File: src/rtl/input_window_fetch_ctrl_if.sv
// ---------------------------------------------------------------------------
// input_window_fetch_ctrl_if
// Bus bundle between the window-fetch controller and its two neighbours:
//   - the on-chip read master (rd_*)
//   - the PE-array pixel stream (pix_*)
//
// Handshake semantics:
//   Read side : rd_en/rd_addr are driven by the controller. While rd_en is
//               high, rd_addr is held stable. The read master answers with a
//               single-cycle rd_valid pulse; rd_data on that cycle belongs to
//               the current rd_addr. Only one read is outstanding at a time.
//   Pixel side: valid/ready. A word moves on any cycle where pix_valid and
//               pix_ready are both high. Once pix_valid is raised, pix_data,
//               pix_last_win and pix_last are held until that transfer.
//
// Modports:
//   master - the controller (drives rd_en, rd_addr, pix_data, pix_valid,
//            pix_last_win, pix_last; receives rd_data, rd_valid, pix_ready)
//   slave  - the environment (read master + PE array)
// ---------------------------------------------------------------------------
interface input_window_fetch_ctrl_if #(
  parameter int ADDR_W = 11,
  parameter int DATA_W = 16
) ();

  logic              rd_en;
  logic [ADDR_W-1:0] rd_addr;
  logic [DATA_W-1:0] rd_data;
  logic              rd_valid;

  logic [DATA_W-1:0] pix_data;
  logic              pix_valid;
  logic              pix_ready;
  logic              pix_last_win;
  logic              pix_last;

  modport master (
    output rd_en,
    output rd_addr,
    input  rd_data,
    input  rd_valid,
    output pix_data,
    output pix_valid,
    output pix_last_win,
    output pix_last,
    input  pix_ready
  );

  modport slave (
    input  rd_en,
    input  rd_addr,
    output rd_data,
    output rd_valid,
    input  pix_data,
    input  pix_valid,
    input  pix_last_win,
    input  pix_last,
    output pix_ready
  );

endinterface

File: src/rtl/input_window_fetch_ctrl.sv
// ---------------------------------------------------------------------------
// input_window_fetch_ctrl
// Walks an HxW tile of 16-bit feature words starting at cfg_base and issues
// the 3x3 sliding-window read addresses to the on-chip read master. Windows
// are visited row-major (r,c); inside a window the order is kr then kc.
// Returned words pass through a small first-word-fall-through buffer and
// leave as a valid/ready stream tagged with window-last and tile-last.
//
// Ports:
//   clk, rst_n            clock, synchronous active-low reset
//   start                 1-cycle pulse, cfg_* sampled on the same cycle
//   cfg_base              tile base address
//   cfg_width, cfg_height tile dimensions W, H (both must be >= 3)
//   busy                  high in ISSUE and DRAIN
//   done                  1-cycle pulse at end of tile
//   err                   1-cycle pulse with done when W<3 or H<3
//   dbg_state             current FSM state (IDLE=0, ISSUE=1, DRAIN=2, DONE=3)
//   bus                   read master + pixel stream (see interface file)
// ---------------------------------------------------------------------------
module input_window_fetch_ctrl #(
  parameter int ADDR_W = 11,
  parameter int DATA_W = 16,
  parameter int DIM_W  = 8,
  parameter int FIFO_D = 4
) (
  input  logic                      clk,
  input  logic                      rst_n,
  input  logic                      start,
  input  logic [ADDR_W-1:0]         cfg_base,
  input  logic [DIM_W-1:0]          cfg_width,
  input  logic [DIM_W-1:0]          cfg_height,
  output logic                      busy,
  output logic                      done,
  output logic                      err,
  output logic [1:0]                dbg_state,
  input_window_fetch_ctrl_if.master bus
);

  localparam int PTR_W = (FIFO_D > 1) ? $clog2(FIFO_D) : 1;
  localparam int CNT_W = PTR_W + 1;
  localparam int ENT_W = DATA_W + 2;

  typedef enum logic [1:0] {
    S_IDLE  = 2'd0,
    S_ISSUE = 2'd1,
    S_DRAIN = 2'd2,
    S_DONE  = 2'd3
  } state_t;

  // ---------------------------------------------------------------------------
  // State
  // ---------------------------------------------------------------------------
  state_t            state_q,    state_d;
  logic [ADDR_W-1:0] base_q,     base_d;
  logic [DIM_W-1:0]  w_q,        w_d;
  logic [DIM_W-1:0]  h_q,        h_d;
  logic [DIM_W-1:0]  r_q,        r_d;
  logic [DIM_W-1:0]  c_q,        c_d;
  logic [1:0]        kr_q,       kr_d;
  logic [1:0]        kc_q,       kc_d;
  logic              err_flag_q, err_flag_d;

  logic              busy_q,     busy_d;
  logic              done_q,     done_d;
  logic              err_q,      err_d;
  logic              rd_en_q,    rd_en_d;
  logic [ADDR_W-1:0] rd_addr_q,  rd_addr_d;

  // Return buffer: each entry is {tile_last, win_last, data}.
  logic [ENT_W-1:0]  fifo_mem_q [FIFO_D];
  logic [ENT_W-1:0]  fifo_mem_d [FIFO_D];
  logic [PTR_W-1:0]  wr_ptr_q,   wr_ptr_d;
  logic [PTR_W-1:0]  rd_ptr_q,   rd_ptr_d;
  logic [CNT_W-1:0]  count_q,    count_d;

  // ---------------------------------------------------------------------------
  // Combinational helpers
  // ---------------------------------------------------------------------------
  logic              cfg_ok;
  logic              rd_accept;
  logic              push;
  logic              pop;
  logic              fifo_nonempty;
  logic              win_last;
  logic              col_last;
  logic              row_last;
  logic              tile_last;
  logic [DIM_W:0]    row_n;
  logic [DIM_W:0]    col_n;
  logic [ADDR_W-1:0] row_a;
  logic [ADDR_W-1:0] col_a;
  logic [ADDR_W-1:0] w_a;
  logic [ADDR_W-1:0] addr_calc;
  logic [ENT_W-1:0]  head;

  assign cfg_ok        = (cfg_width >= DIM_W'(3)) && (cfg_height >= DIM_W'(3));
  assign fifo_nonempty = (count_q != '0);

  // A returned word only counts while a read is actually outstanding.
  assign rd_accept = (state_q == S_ISSUE) && rd_en_q && bus.rd_valid;
  assign push      = rd_accept;
  assign pop       = fifo_nonempty && bus.pix_ready;

  assign win_last  = (kr_q == 2'd2) && (kc_q == 2'd2);
  assign col_last  = (c_q == (w_q - DIM_W'(3)));
  assign row_last  = (r_q == (h_q - DIM_W'(3)));
  assign tile_last = win_last && col_last && row_last;

  always_comb begin
    state_d    = state_q;
    base_d     = base_q;
    w_d        = w_q;
    h_d        = h_q;
    r_d        = r_q;
    c_d        = c_q;
    kr_d       = kr_q;
    kc_d       = kc_q;
    err_flag_d = err_flag_q;
    wr_ptr_d   = wr_ptr_q;
    rd_ptr_d   = rd_ptr_q;
    fifo_mem_d = fifo_mem_q;

    unique case (state_q)
      S_IDLE: begin
        if (start) begin
          base_d = cfg_base;
          w_d    = cfg_width;
          h_d    = cfg_height;
          r_d    = '0;
          c_d    = '0;
          kr_d   = '0;
          kc_d   = '0;
          if (cfg_ok) begin
            err_flag_d = 1'b0;
            state_d    = S_ISSUE;
          end else begin
            err_flag_d = 1'b1;
            state_d    = S_DONE;
          end
        end
      end

      S_ISSUE: begin
        if (rd_accept) begin
          // Odometer: kc fastest, then kr, then c, then r.
          if (kc_q != 2'd2) begin
            kc_d = kc_q + 2'd1;
          end else begin
            kc_d = '0;
            if (kr_q != 2'd2) begin
              kr_d = kr_q + 2'd1;
            end else begin
              kr_d = '0;
              if (!col_last) begin
                c_d = c_q + DIM_W'(1);
              end else begin
                c_d = '0;
                r_d = r_q + DIM_W'(1);
              end
            end
          end
          if (tile_last) begin
            state_d = S_DRAIN;
          end
        end
      end

      S_DRAIN: begin
        // Empty buffer means the tile-last word has already been taken.
        if (!fifo_nonempty) begin
          state_d = S_DONE;
        end
      end

      S_DONE: begin
        state_d = S_IDLE;
      end

      default: begin
        state_d = S_IDLE;
      end
    endcase

    if (push) begin
      fifo_mem_d[wr_ptr_q] = {tile_last, win_last, bus.rd_data};
      wr_ptr_d             = wr_ptr_q + PTR_W'(1);
    end
    if (pop) begin
      rd_ptr_d = rd_ptr_q + PTR_W'(1);
    end
    count_d = count_q + {{(CNT_W-1){1'b0}}, push} - {{(CNT_W-1){1'b0}}, pop};

    // Two free slots before asking: the outstanding read plus margin, so a
    // returning word can never find the buffer full. Since free space only
    // shrinks on a push (which also ends the read), rd_en never drops while
    // a read is still outstanding and rd_addr stays put.
    rd_en_d = (state_d == S_ISSUE) && (count_d <= CNT_W'(FIFO_D - 2));

    // base + (r+kr)*W + (c+kc), all taken mod 2^ADDR_W; wrap is intended.
    row_n     = {1'b0, r_d} + {{(DIM_W-1){1'b0}}, kr_d};
    col_n     = {1'b0, c_d} + {{(DIM_W-1){1'b0}}, kc_d};
    row_a     = ADDR_W'(row_n);
    col_a     = ADDR_W'(col_n);
    w_a       = ADDR_W'(w_d);
    addr_calc = base_d + (row_a * w_a) + col_a;
    rd_addr_d = (state_d == S_ISSUE) ? addr_calc : rd_addr_q;

    busy_d = (state_d == S_ISSUE) || (state_d == S_DRAIN);
    done_d = (state_d == S_DONE);
    err_d  = (state_d == S_DONE) && err_flag_d;
  end

  // ---------------------------------------------------------------------------
  // Registers
  // ---------------------------------------------------------------------------
  always_ff @(posedge clk) begin
    if (!rst_n) begin
      state_q    <= S_IDLE;
      base_q     <= '0;
      w_q        <= '0;
      h_q        <= '0;
      r_q        <= '0;
      c_q        <= '0;
      kr_q       <= '0;
      kc_q       <= '0;
      err_flag_q <= 1'b0;
      busy_q     <= 1'b0;
      done_q     <= 1'b0;
      err_q      <= 1'b0;
      rd_en_q    <= 1'b0;
      rd_addr_q  <= '0;
      wr_ptr_q   <= '0;
      rd_ptr_q   <= '0;
      count_q    <= '0;
      for (int i = 0; i < FIFO_D; i++) begin
        fifo_mem_q[i] <= '0;
      end
    end else begin
      state_q    <= state_d;
      base_q     <= base_d;
      w_q        <= w_d;
      h_q        <= h_d;
      r_q        <= r_d;
      c_q        <= c_d;
      kr_q       <= kr_d;
      kc_q       <= kc_d;
      err_flag_q <= err_flag_d;
      busy_q     <= busy_d;
      done_q     <= done_d;
      err_q      <= err_d;
      rd_en_q    <= rd_en_d;
      rd_addr_q  <= rd_addr_d;
      wr_ptr_q   <= wr_ptr_d;
      rd_ptr_q   <= rd_ptr_d;
      count_q    <= count_d;
      fifo_mem_q <= fifo_mem_d;
    end
  end

  // ---------------------------------------------------------------------------
  // Outputs
  // ---------------------------------------------------------------------------
  assign head = fifo_mem_q[rd_ptr_q];

  assign busy      = busy_q;
  assign done      = done_q;
  assign err       = err_q;
  assign dbg_state = state_q;

  assign bus.rd_en        = rd_en_q;
  assign bus.rd_addr      = rd_addr_q;
  assign bus.pix_valid    = fifo_nonempty;
  assign bus.pix_data     = head[DATA_W-1:0];
  assign bus.pix_last_win = fifo_nonempty && head[DATA_W];
  assign bus.pix_last     = fifo_nonempty && head[DATA_W+1];

endmodule
File: src/flat_wrapper.sv
// flat-port wrapper written by rule: the top's interface ports become plain ports
module input_window_fetch_ctrl_flat 
#(
  parameter int ADDR_W = 11,
  parameter int DATA_W = 16,
  parameter int DIM_W  = 8,
  parameter int FIFO_D = 4
)
  (clk, rst_n, start, cfg_base, cfg_width, cfg_height, busy, done, err, dbg_state, bus_rd_en, bus_rd_addr, bus_rd_data, bus_rd_valid, bus_pix_data, bus_pix_valid, bus_pix_last_win, bus_pix_last, bus_pix_ready);
  input_window_fetch_ctrl_if #(.ADDR_W(ADDR_W), .DATA_W(DATA_W)) bus_i ();
  input  logic clk;
  input  logic rst_n;
  input  logic start;
  input  logic [ADDR_W-1:0] cfg_base;
  input  logic [DIM_W-1:0] cfg_width;
  input  logic [DIM_W-1:0] cfg_height;
  output logic busy;
  output logic done;
  output logic err;
  output logic [1:0] dbg_state;
  output wire logic [$bits(bus_i.rd_en)-1:0] bus_rd_en;
  output wire logic [$bits(bus_i.rd_addr)-1:0] bus_rd_addr;
  input wire logic [$bits(bus_i.rd_data)-1:0] bus_rd_data;
  input wire logic [$bits(bus_i.rd_valid)-1:0] bus_rd_valid;
  output wire logic [$bits(bus_i.pix_data)-1:0] bus_pix_data;
  output wire logic [$bits(bus_i.pix_valid)-1:0] bus_pix_valid;
  output wire logic [$bits(bus_i.pix_last_win)-1:0] bus_pix_last_win;
  output wire logic [$bits(bus_i.pix_last)-1:0] bus_pix_last;
  input wire logic [$bits(bus_i.pix_ready)-1:0] bus_pix_ready;
  assign bus_rd_en = bus_i.rd_en;
  assign bus_rd_addr = bus_i.rd_addr;
  assign bus_i.rd_data = bus_rd_data;
  assign bus_i.rd_valid = bus_rd_valid;
  assign bus_pix_data = bus_i.pix_data;
  assign bus_pix_valid = bus_i.pix_valid;
  assign bus_pix_last_win = bus_i.pix_last_win;
  assign bus_pix_last = bus_i.pix_last;
  assign bus_i.pix_ready = bus_pix_ready;
  input_window_fetch_ctrl #(.ADDR_W(ADDR_W), .DATA_W(DATA_W), .DIM_W(DIM_W), .FIFO_D(FIFO_D)) u_core (.clk(clk), .rst_n(rst_n), .start(start), .cfg_base(cfg_base), .cfg_width(cfg_width), .cfg_height(cfg_height), .busy(busy), .done(done), .err(err), .dbg_state(dbg_state), .bus(bus_i));
endmodule
File: config.mk
export PLATFORM = sky130hd
export DESIGN_NAME = input_window_fetch_ctrl_flat
export DESIGN_NICKNAME = d
export VERILOG_FILES = /design/src/rtl/input_window_fetch_ctrl_if.sv /design/src/rtl/input_window_fetch_ctrl.sv /design/src/flat_wrapper.sv
export SDC_FILE = /design/constraint.sdc
export NUM_CORES = 1
export LEC_CHECK = 0
export ABC_AREA = 1
export ABC_CLOCK_PERIOD_IN_PS = 9800
export BUFFER_PORTS_ARGS = -buffer_cell sky130_fd_sc_hd__buf_2
export CAP_MARGIN = 40
export CORE_ASPECT_RATIO = 0.8
export CORE_MARGIN = 1.5
export CORE_UTILIZATION = 60
export DETAILED_ROUTE_END_ITERATION = 10
export GPL_TIMING_DRIVEN = 0
export PLACE_DENSITY_LB_ADDON = 0.15
export SLEW_MARGIN = 20
export SYNTH_ARGS = -nofsm -noshare
export SYNTH_HDL_FRONTEND = slang
export SYNTH_SLANG_ARGS = --single-unit
export TNS_END_PERCENT = 30
File: constraint.sdc
create_clock -name clk -period 9.8 [get_ports clk]
set_input_delay 2.94 -clock clk [delete_from_list [all_inputs] [get_ports clk]]
set_output_delay 2.94 -clock clk [all_outputs]
set_load 0.03 [all_outputs]
== After elaboration in Yosys (flattened, before gate mapping) ==
Index checks and enable logic that the tools add are counted.

* Register bits: 144
* Bits of input ports: 48
* Output and inout port bits: 36
* Word-level logic and storage cells: 112

* Add/sub/neg operators: 14
* Multipliers: 1
* Order comparisons: 6
* Equality and inequality tests: 12
* Multiplexer cells: 40
* Bitwise operators: 2
* Reductions and logical operators: 16

{| class="wikitable"
|+ Operators with widths
! kind !! number
|-
| $mux W8 || 12
|-
| $bwmux W72 || 1
|-
| $mux W18 || 3
|-
| $bmux W18 S2 || 1
|-
| $demux W18 S2 || 1
|-
| $pmux W8 S2 || 2
|-
| $mux W2 || 12
|-
| $mux W11 || 2
|-
| $add A8 B2 Y9 || 2
|-
| $add A8 B1 Y8 const B || 2
|-
| $eq A8 B8 Y1 || 2
|-
| $ge A8 B2 Y1 const B || 2
|-
| $sub A8 B2 Y8 const B || 2
|-
| $eq A2 B2 Y1 const B || 6
|-
| $logic_and A1 B1 Y1 || 12
|-
| $add A11 B11 Y11 || 1
|-
| $add A11 B9 Y11 || 1
|-
| $mul A9 B8 Y11 || 1
|-
| $add A2 B1 Y2 const B || 4
|-
| $pmux W2 S2 || 2
|-
| $pmux W2 S4 || 1
|-
| $ge A3 B3 Y1 const B || 2
|-
| $not A2 Y3 || 2
|-
| $eq A2 B1 Y1 const B || 2
|-
| 10 further kinds || 13
|}

== Depth between registers and ports, before layout ==
* Depth after elaboration: 11
* Gate-level depth with buffers: 52

== Least setup slack after synthesis ==
No wires, ideal clock.

* Path type: input -> register
* Start: input port bus_rd_valid
* End: register u_core.rd_addr_q[10], in the netlist u_core.bus.rd_addr[10]
* Setup time: 0.117 ns
* Arrival time: 9.167 ns
* Path slack: 0.516 ns
* Stages: 42
* Path buffers: 0
* Path through: nand3_2 -> clkinv_2 -> nand3_4 -> nor2_8 -> inv_2 -> nor2_4 -> inv_1 -> nand2_1 -> inv_1 -> o21ai_0 -> nand2_1 -> ha_1 -> a21oi_1 -> inv_1 -> nand4_1 -> nand2_1 -> nand2_1 -> nor2_1 -> [... 6 more ...] -> inv_1 -> fa_1 -> inv_1 -> ha_1 -> a21o_1 -> nor2_1 -> o21ai_0 -> a21o_1 -> xor2_1 -> nand3_1 -> nand2_1 -> nand3_1 -> nand2_1 -> nand2_1 -> nand3_1 -> nand2_1 -> nor2_1 -> nor2_1

* Longest elaborated chain between the ends: 7

{| class="wikitable"
|+ Ends and longest elaborated chain
! what !! line !! source
|-
| from (decl) || flat_wrapper.sv:24 || <nowiki>input wire logic [$bits(bus_i.rd_valid)-1:0] bus_rd_valid;</nowiki>
|-
| $logic_and A1 B1 Y1 || input_window_fetch_ctrl.sv:100 || <nowiki>assign rd_accept = (state_q == S_ISSUE) && rd_en_q && bus.rd_valid;</nowiki>
|-
| via u_core.push || input_window_fetch_ctrl.sv:81 || <nowiki>logic push;</nowiki>
|-
| $mux W8 || input_window_fetch_ctrl.sv:144 || <nowiki>if (rd_accept) begin</nowiki>
|-
| $pmux W8 S2 || input_window_fetch_ctrl.sv:123 || <nowiki>unique case (state_q)</nowiki>
|-
| via u_core.r_d[1] || input_window_fetch_ctrl.sv:57 || <nowiki>logic [DIM_W-1:0] r_q, r_d;</nowiki>
|-
| $add A8 B2 Y9 || input_window_fetch_ctrl.sv:200 || <nowiki>row_n = {1'b0, r_d} + {{(DIM_W-1){1'b0}}, kr_d};</nowiki>
|-
| $mul A9 B8 Y11 || input_window_fetch_ctrl.sv:205 || <nowiki>addr_calc = base_d + (row_a * w_a) + col_a;</nowiki>
|-
| $add A11 B11 Y11 || input_window_fetch_ctrl.sv:205 ||
|-
| $add A11 B9 Y11 || input_window_fetch_ctrl.sv:205 ||
|-
| to (signal assigned) || input_window_fetch_ctrl.sv:252 || <nowiki>rd_addr_q <= rd_addr_d;</nowiki>
|-
| to (decl) || input_window_fetch_ctrl.sv:67 || <nowiki>logic [ADDR_W-1:0] rd_addr_q, rd_addr_d;</nowiki>
|}

The timed path passes the listed nets, and every way through them passes these cells.
A chain may end at the register's enable or synchronous reset.

== Final worst setup path ==
Ends and elaborated chain as after synthesis.

==> summary.md <==
| Metric | Value |
|---|---|
| Pre-CTS WS | `-0.914 ns` |
| Most common cell after layout, fill and taps aside | `nor2_1` |
| Register area share after synthesis | `0.319` |
| GR Util met2 | `0.475` |
| Row Count | `39` |
| CP max FO | `6` |
| FILL cells | `1128` |
| Avg Inst Size Synth | `7.16 um2` |
| CP startpoint kind | `primary input` |
| Largest area contributor in the netlist | `dfxtp_1` |
| Clock root cell | `clkbuf_16` |
| DR pass1 iterations | `6` |
| Max-slew violations | `0` |
| Class of the worst hold path | `register to register` |
| Clock edge transition at the registers on the reported setup and hold paths | `0.06 ns` |
| Via/cell ratio | `5.62` |
| CTS sink cnt | `144` |
| Register bit total from synthesis | `144` |
| Worst Hold End | `u_core.fifo_mem_q[11]$_SDFFE_PN0P_` |
| Via count of the routed design | `8900` |
| Final period util | `0.977` |
| Post-route setup slack | `0.223 ns` |
| Met3 global-route usage | `0.0698` |
| MaxCap Viol Count | `0` |
| CTS Buf Count | `17` |
| Post-synth top area share | `0.319` |
| I/O pin count | `84` |
| Largest net degree at the start of global routing | `18` |
| Final instance area | `10700 um2` |
| Fin cells | `1584` |
| Area Growth Syn to Fin | `18.4%` |
| Port buffer count | `83` |
| Die Width | `140 um` |
| Final setup skew | `0.00842 ns` |
| Dpl hpwl | `18.9 mm` |
| Final net count | `1523` |
| Hold Fails Final Rpt | `0` |
| FMAX | `0.104 GHz` |
| Core box area | `14500 um2` |
| WL final | `26.0 mm` |
| Crit path kind | `primary input to register` |
| Layout cell share with drive strength beyond 1 | `0.170` |
| Most frequent cells in the layout | `nor2_1, nand2_1, dfxtp_1` |
| PwrDens | `171 nW/um2` |
| DP Cell Count | `1530` |
| Diodes inserted | `0` |
| Post-Synthesis Cells | `1263` |
| Synth warnings | `0` |
| WHS Path Cells | `2` |
| M1 GR Usage | `0.496` |
| Die H | `113 um` |
| Post-synthesis net count | `1399` |
| Vias in the first global route | `8207` |
| Global route overflow | `0` |
| Library cells used by synthesis | `45` |
| Antenna violations before repair | `0` |
| Reg-to-Reg Start | `u_core.w_q[0]$_SDFF_PN0_` |
| Slew @ Worst Pin | `0.792 ns` |
| Die area | `15800 um2` |
| Placed Instance Area | `9690 um2` |
| # hold bufs at CTS | `0` |
| RR Endpoint | `u_core.bus.rd_addr[10]$_SDFFE_PN0P_` |
| CTS tree | `yes` |
| Worst hold path startpoint | `u_core.fifo_mem_q[11]$_SDFFE_PN0P_` |
| Final setup viols | `0` |
| Crit end category | `register` |
| CP Launch Point | `bus_rd_valid` |
| Slowest stage delay, CP | `0.54 ns` |
| Fin crit period | `9.58 ns` |
| H-tree depth | `4` |
| Status | `finished clean` |
| GPL Wtd Cong | `0.966` |
| Synth top area cells | `dfxtp_1, nor2_1, fa_1` |
| Total Neg Setup Slack | `0 ns` |
| VDD IR max | `0.191 mV` |
| GR peak layer | `met1` |
| Pleak | `5.11 nW` |
| Critical Path RT | `10.12 ns` |
| Cell Area, Synth | `9050 um2` |
| Reg2Reg Depth | `47` |
| Clk_lat worst skew | `0.43 ns` |
| Deepest clock path buffer count | `2` |
| First-pass GRT wire length | `41.0 mm` |
| Gr usage total | `0.330` |
| Remaining antenna violation count | `0` |
| Number of DRC markers in iteration 0 | `884` |
| Reg2reg setup slack | `1.93 ns` |
| Initial Util | `0.624` |
| Slew margin rel. | `0.467` |
| Post-route DRC | `0` |
| Cell mode on critical path | `nand2_1` |
| Crit path DAT | `9.89 ns` |
| Highest-delay cell along the critical path | `fa_1` |
| Routed len/inst | `16.4 um` |
-- Yosys cell counts (all sizes together) --
library cell / n
fa: 47
a2111oi: 2
o211ai: 1
buf: 1
a31oi: 2
mux2i: 4
o22ai: 16
clkbuf: 44
nor4: 1
nand3: 45
o21ai: 141
or2: 12
o211a: 1
a221oi: 1
dfxtp: 144
a32o: 1
and2: 2
ha: 41
xnor2: 13
nand4: 14
nor3: 8
inv: 157
or3: 1
nor2: 292
a22oi: 1
nand3b: 1
a21o: 2
a21oi: 44
a211o: 1
o221ai: 1
clkinv: 9
nand2: 190
nor3b: 2
a32oi: 1
xor2: 20
-- through the flow --
stage               power [mW]  hold WS, ns  utilization
global placement          1.11        0.448        0.669
detailed placement        1.11        0.455        0.669
global route              1.90        0.488        0.739
CTS                       1.81        0.465        0.713
finish                    1.83        0.469        0.739
floorplan                0.971        0.438            -
-- area by class of cell --
class                   count  area, um2  area share
plain buffers              44        168      0.0157
clock buffers              20        457      0.0427
clock inverters            12        178      0.0166
inverters                 166        638      0.0596
multi-input cells         908       5570       0.520
flip-flops and latches    144       2880       0.269
well taps                 184        230      0.0215
repair buffers            105        578      0.0540
repair inverters            1       5.00    0.000467
-- cells by family after synthesis --
group,after synthesis,synth area share
flip-flops,144,0.319
adder cells (fa/ha/maj),88,0.161
AND/OR/NAND/NOR,568,0.269
AO/OA/AOI/OAI,215,0.127
buffers and inverters,211,0.0880
multiplexers,4,0.00443
XOR/XNOR,33,0.0320
-- registers in the layout, indices dropped and copies added (netlist names), 3 cells and up --
| signal | count |
|---|---|
| u_core.count_q | 3 |
| u_core.r_q | 8 |
| u_core.fifo_mem_q | 72 |
| u_core.bus.rd_addr | 11 |
| u_core.h_q | 8 |
| u_core.c_q | 8 |
| u_core.w_q | 8 |
| u_core.base_q | 11 |
-- worst max-delay path: cells and delay by family --
family | cells | cell delay (ns)
buffers and inverters | 11 | 0.82
AND/OR/NAND/NOR | 20 | 1.96
AO/OA/AOI/OAI | 6 | 0.77
XOR/XNOR | 1 | 0.20
adder cells (fa/ha/maj) | 8 | 3.20
-- per-layer routing --
layer	wire [um]	vias to the layer above
li1	-	4251
met1	11900	4142
met2	10900	444
met3	2640	63
met5	0	-
met4	601	0
-- worst max path at each step --
stage	slack [ns]	cells past startpoint	end
2_1_floorplan	0.52	42	u_core.bus.rd_addr[10]$_SDFFE_PN0P_
3_3_place_gp	-0.82	41	u_core.bus.rd_addr[10]$_SDFFE_PN0P_
3_5_place_dp	-0.91	41	u_core.bus.rd_addr[10]$_SDFFE_PN0P_
4_1_cts	0.01	43	u_core.bus.rd_addr[10]$_SDFFE_PN0P_
5_1_grt	-0.14	47	u_core.bus.rd_addr[10]$_SDFFE_PN0P_
6_report	0.22	46	u_core.bus.rd_addr[10]$_SDFFE_PN0P_
-- where the power goes --
group	leakage (nW)	internal (mW)	switching, mW
clock network	0.312	0.442	0.264
registers	1.17	0.617	0.0212
logic	3.63	0.146	0.340
-- timing repair --
item | 4_1_cts | 5_1_grt
setup buffers | 0 | 21
endpoints found under the setup margin | 1 | 1
cloned | 0 | 1
gates resized for setup | 6 | 49
pin swaps | 0 | 40
Power figures use the tool's default switching activity.
